--- src/rtl/mem_dma.sv ---
// Block copy / block fill initiator for the 8-bit computer's data memory.
// It drives addr/val/get/set and consumes the memory's registered out.
module mem_dma #(
    parameter int AW = 8,
    parameter int DW = 8
) (
    input  logic          clk,
    input  logic          rst_n,
    input  logic          start,
    input  logic          mode,
    input  logic [AW-1:0] src,
    input  logic [AW-1:0] dst,
    input  logic [AW-1:0] len,
    input  logic [DW-1:0] fill_val,
    output logic [AW-1:0] mem_addr,
    output logic [DW-1:0] mem_val,
    output logic          mem_get,
    output logic          mem_set,
    input  logic [DW-1:0] mem_out,
    output logic          busy,
    output logic          done,
    output logic [2:0]    dbg_state
);

    // Handshake: start is a one-cycle strobe accepted only while busy=0; a
    // start seen while busy=1 is dropped, and done pulses once per accepted command.
    typedef enum logic [2:0] {
        S_IDLE = 3'd0,
        S_RD   = 3'd1,
        S_WR   = 3'd2,
        S_FILL = 3'd3,
        S_DONE = 3'd4
    } state_t;

    state_t        state, state_nxt;
    logic [AW-1:0] src_q, dst_q, len_q;
    logic [AW-1:0] idx, idx_nxt;
    logic [DW-1:0] fill_q;
    logic          last;

    assign last      = ((idx + AW'(1)) == len_q);
    assign dbg_state = state;

    always_ff @(posedge clk or negedge rst_n) begin
        if (!rst_n) begin
            state  <= S_IDLE;
            idx    <= '0;
            src_q  <= '0;
            dst_q  <= '0;
            len_q  <= '0;
            fill_q <= '0;
        end else begin
            state <= state_nxt;
            idx   <= idx_nxt;
            if (state == S_IDLE && start) begin
                src_q  <= src;
                dst_q  <= dst;
                len_q  <= len;
                fill_q <= fill_val;
            end
        end
    end

    always_comb begin
        state_nxt = state;
        idx_nxt   = idx;
        case (state)
            S_IDLE: begin
                if (start) begin
                    idx_nxt = '0;
                    if (len == '0)    state_nxt = S_DONE;
                    else if (mode)    state_nxt = S_FILL;
                    else              state_nxt = S_RD;
                end
            end
            S_RD: state_nxt = S_WR;
            S_WR: begin
                if (last) begin
                    state_nxt = S_DONE;
                end else begin
                    idx_nxt   = idx + AW'(1);
                    state_nxt = S_RD;
                end
            end
            S_FILL: begin
                if (last) state_nxt = S_DONE;
                else      idx_nxt   = idx + AW'(1);
            end
            S_DONE:  state_nxt = S_IDLE;
            default: state_nxt = S_IDLE;
        endcase
    end

    // Bus outputs decode only the state register and counters; in WR the data
    // is the memory's own registered out, fetched by the preceding RD.
    always_comb begin
        mem_get  = 1'b0;
        mem_set  = 1'b0;
        mem_addr = '0;
        mem_val  = '0;
        busy     = (state != S_IDLE);
        done     = (state == S_DONE);
        case (state)
            S_RD: begin
                mem_get  = 1'b1;
                mem_addr = src_q + idx;
            end
            S_WR: begin
                mem_set  = 1'b1;
                mem_addr = dst_q + idx;
                mem_val  = mem_out;
            end
            S_FILL: begin
                mem_set  = 1'b1;
                mem_addr = dst_q + idx;
                mem_val  = fill_q;
            end
            default: ;
        endcase
    end

endmodule

--- config.mk ---
export PLATFORM = sky130hd
export DESIGN_NAME = mem_dma
export DESIGN_NICKNAME = d
export VERILOG_FILES = /design/src/rtl/mem_dma.sv
export SDC_FILE = /design/constraint.sdc
export NUM_CORES = 1
export LEC_CHECK = 0
export ABC_CLOCK_PERIOD_IN_PS = 6690
export CAP_MARGIN = 20
export CELL_PAD_IN_SITES_DETAIL_PLACEMENT = 0
export CELL_PAD_IN_SITES_GLOBAL_PLACEMENT = 1
export CORE_ASPECT_RATIO = 1.4
export CORE_MARGIN = 3
export CORE_UTILIZATION = 25
export DETAILED_ROUTE_END_ITERATION = 16
export PLACE_DENSITY = 0.54
export SLEW_MARGIN = 20
export SYNTH_ARGS = -nofsm -noshare
export SYNTH_HDL_FRONTEND = slang
export SYNTH_SLANG_ARGS = --single-unit
--- constraint.sdc ---
create_clock -name clk -period 6.69 [get_ports clk]
set_input_delay 1.0035 -clock clk [delete_from_list [all_inputs] [get_ports clk]]
set_output_delay 1.0035 -clock clk [all_outputs]
set_load 0.05 [all_outputs]
==> results.ini <==
[clocking]
clkLatencyLatePin_ns = 0.28
cts_root_buffer = clkbuf_16
cts-resized-gates = 0
cts_buffers = 5
clk_pin_slew_ns = 0.06
postCtsHoldBufs = 0
postCtsSetupBuffers = 0
clkSinkCount = 43
clock_path_buffers = 2
htree_levels = 2
cts_tree = built

[routing]
ant_nets = 0
wl_mm = 6.37
drc_errors = 0
drtIter0Drc = 89
via_per_inst = 4.40
vias = 1947
wl_per_cell_um = 14.4
drt_first_pass_iters = 4

[synth]
ys.flop_type = dfrtp_1
yosysUniqueCellTypes = 49
ys_seq_area_frac = 0.422
netlist_area_um2 = 2550
synth_async_sr_flop_share = 1.00
synth_area_per_cell_um2 = 10.5
synth-edff-count = 0
yosysWarnings = 0
synthCells = 243
mappedNetlistNets = 296
ys_ff_latch = 43

[worst_setup_path]
crit_type = reg -> out
timing.rr.end = idx[0]
reg2reg_from = dbg_state[0]
worstPathArrival_ns = 4.22
end_kind = primary output
rr_worst_depth = 4
cp-startpoint = dbg_state[2]
r2r_setup_slack_ns = 4.11
cp_top_family = buffers and inverters
worstSetupPathDepth = 13
crit_required_ns = 5.69
worst_path_largest_cell_delay_ns = 0.81
crit_end = mem_addr[7]
crit_chain = nand2b_1 > buf_4 > inv_1 > nand2_1 > nand2_1 > ha_1 > a21o_1 > a21oi_1 > o21ai_0 > a2111oi_0 > o31ai_1 > a21oi_1 > clkdlybuf4s50_1
slowest_stage = clkdlybuf4s50_1
critical_path_buf_inv_count = 3
cp_max_fo = 23
critical_path.startpoint_type = register

[layout]
n_antenna_cell = 0
fillCellCount = 1052
fin_area_um2 = 3460
final_common_cell = clkdlybuf4s50_1
drive_above_1_share = 0.163
layout_common_cells = clkdlybuf4s50_1, dfrtp_1, mux2_2, nand2_1, nor2_1
final_nets = 359
areaGrowthSynthToFinish_pct = 36.0

[timing]
hold_viol = 0
worst_pin_slew_ns = 1.00
max_freq_mhz = 191
clock_skew_ns = 0.00302
fin_hold_ws_ns = 0.507
setup_viol = 0
period_share = 0.781
slew_viol_final = 0
min_period_ns = 5.23
maxSlewHeadroom = 0.329
setup_tns_ns = 0
grt_setup_unrepaired = false

[die]
std_cell_rows = 43
start_util = 0.257
num_io_pins = 67
die_area_um2 = 11500
die_y_um = 125
core-area_um2 = 9900
die_x_um = 91.3

[hold_path]
hold_path_depth = 1
hp-class = reg -> reg

[placement]
hpwl_mm = 4.82
io_buffers = 66
gp_congestion = 0.683
post_dp_cell_area_um2 = 3320

[grt]
grt_usage = 0.116
grt_pass1_wl_mm = 10.5
gr-total-overflow = 0
grt_pass1_vias = 2056
antenna_found_initial = 0
grt_max_degree = 44

[outcome]
status = finished, final reports clean

[job]
drv_cap = 0

[sequential cells by signal, indices dropped and copies added (netlist names)]
| name | cells |
|---|---|
| fill_q | 8 |
| dst_q | 8 |
| idx | 8 |
| src_q | 8 |
| dbg_state | 3 |
| len_q | 8 |
[layout make-up]
cell class	instances	area, µm²	share of cell area
multi-input cells	179	1380	0.397
repair buffers	67	666	0.192
clock inverters	2	12.5	0.00361
well taps	135	169	0.0488
flip-flops and latches	43	1080	0.311
inverters	10	37.5	0.0108
clock buffers	6	129	0.0372
[cell usage after synthesis (all sizes together) (3+ instances only)]
library cell	count	share of area
a21o	6	0.018
a21oi	10	0.021
buf	7	0.017
clkbuf	4	0.0064
dfrtp	43	0.42
ha	8	0.039
inv	10	0.015
mux2	33	0.15
mux2i	9	0.035
nand2	27	0.040
nand3	7	0.016
nor2	19	0.034
nor3	4	0.0079
nor4	3	0.0098
o21ai	4	0.0079
or3	4	0.0098
xnor2	9	0.034
xor2	6	0.021
[per-stage QoR]
step,util,instances,setup WS [ns]
2_1_floorplan,-,243,1.45
3_3_place_gp,0.335,434,1.86
3_5_place_dp,0.335,434,1.78
4_1_cts,0.350,442,1.43
5_1_grt,0.350,442,1.12
6_report,0.350,442,1.46
[worst min path at each step]
stage	from	to
finish	fill_q[7]	fill_q[7]
global route	dst_q[0]	dst_q[0]
CTS	fill_q[0]	fill_q[0]
detailed placement	src_q[5]	src_q[5]
global placement	fill_q[7]	fill_q[7]
floorplan	len_q[0]	len_q[0]
[routing by layer]
layer	global-route usage	up-vias	wire length (µm)
li1	-	974	-
met1	0.140	929	2690
met2	0.210	38	3370
met3	0.0181	6	234
met4	0.0346	0	85
met5	0	-	0
[cell families (layout without fill, tap and decap cells)]
logic type      Yosys count  after routing  synth area share
compound gates           30             30            0.0815
simple gates             82             82             0.167
buf+inv                  21             85            0.0378
xor+xnor                 16             16            0.0634
mux                      42             42             0.181
flops                    43             43             0.422
fa+ha+maj                 9              9            0.0472
Power is not shown: default switching activity piles up to over one toggle a cycle in this logic, so the estimate is an artifact.
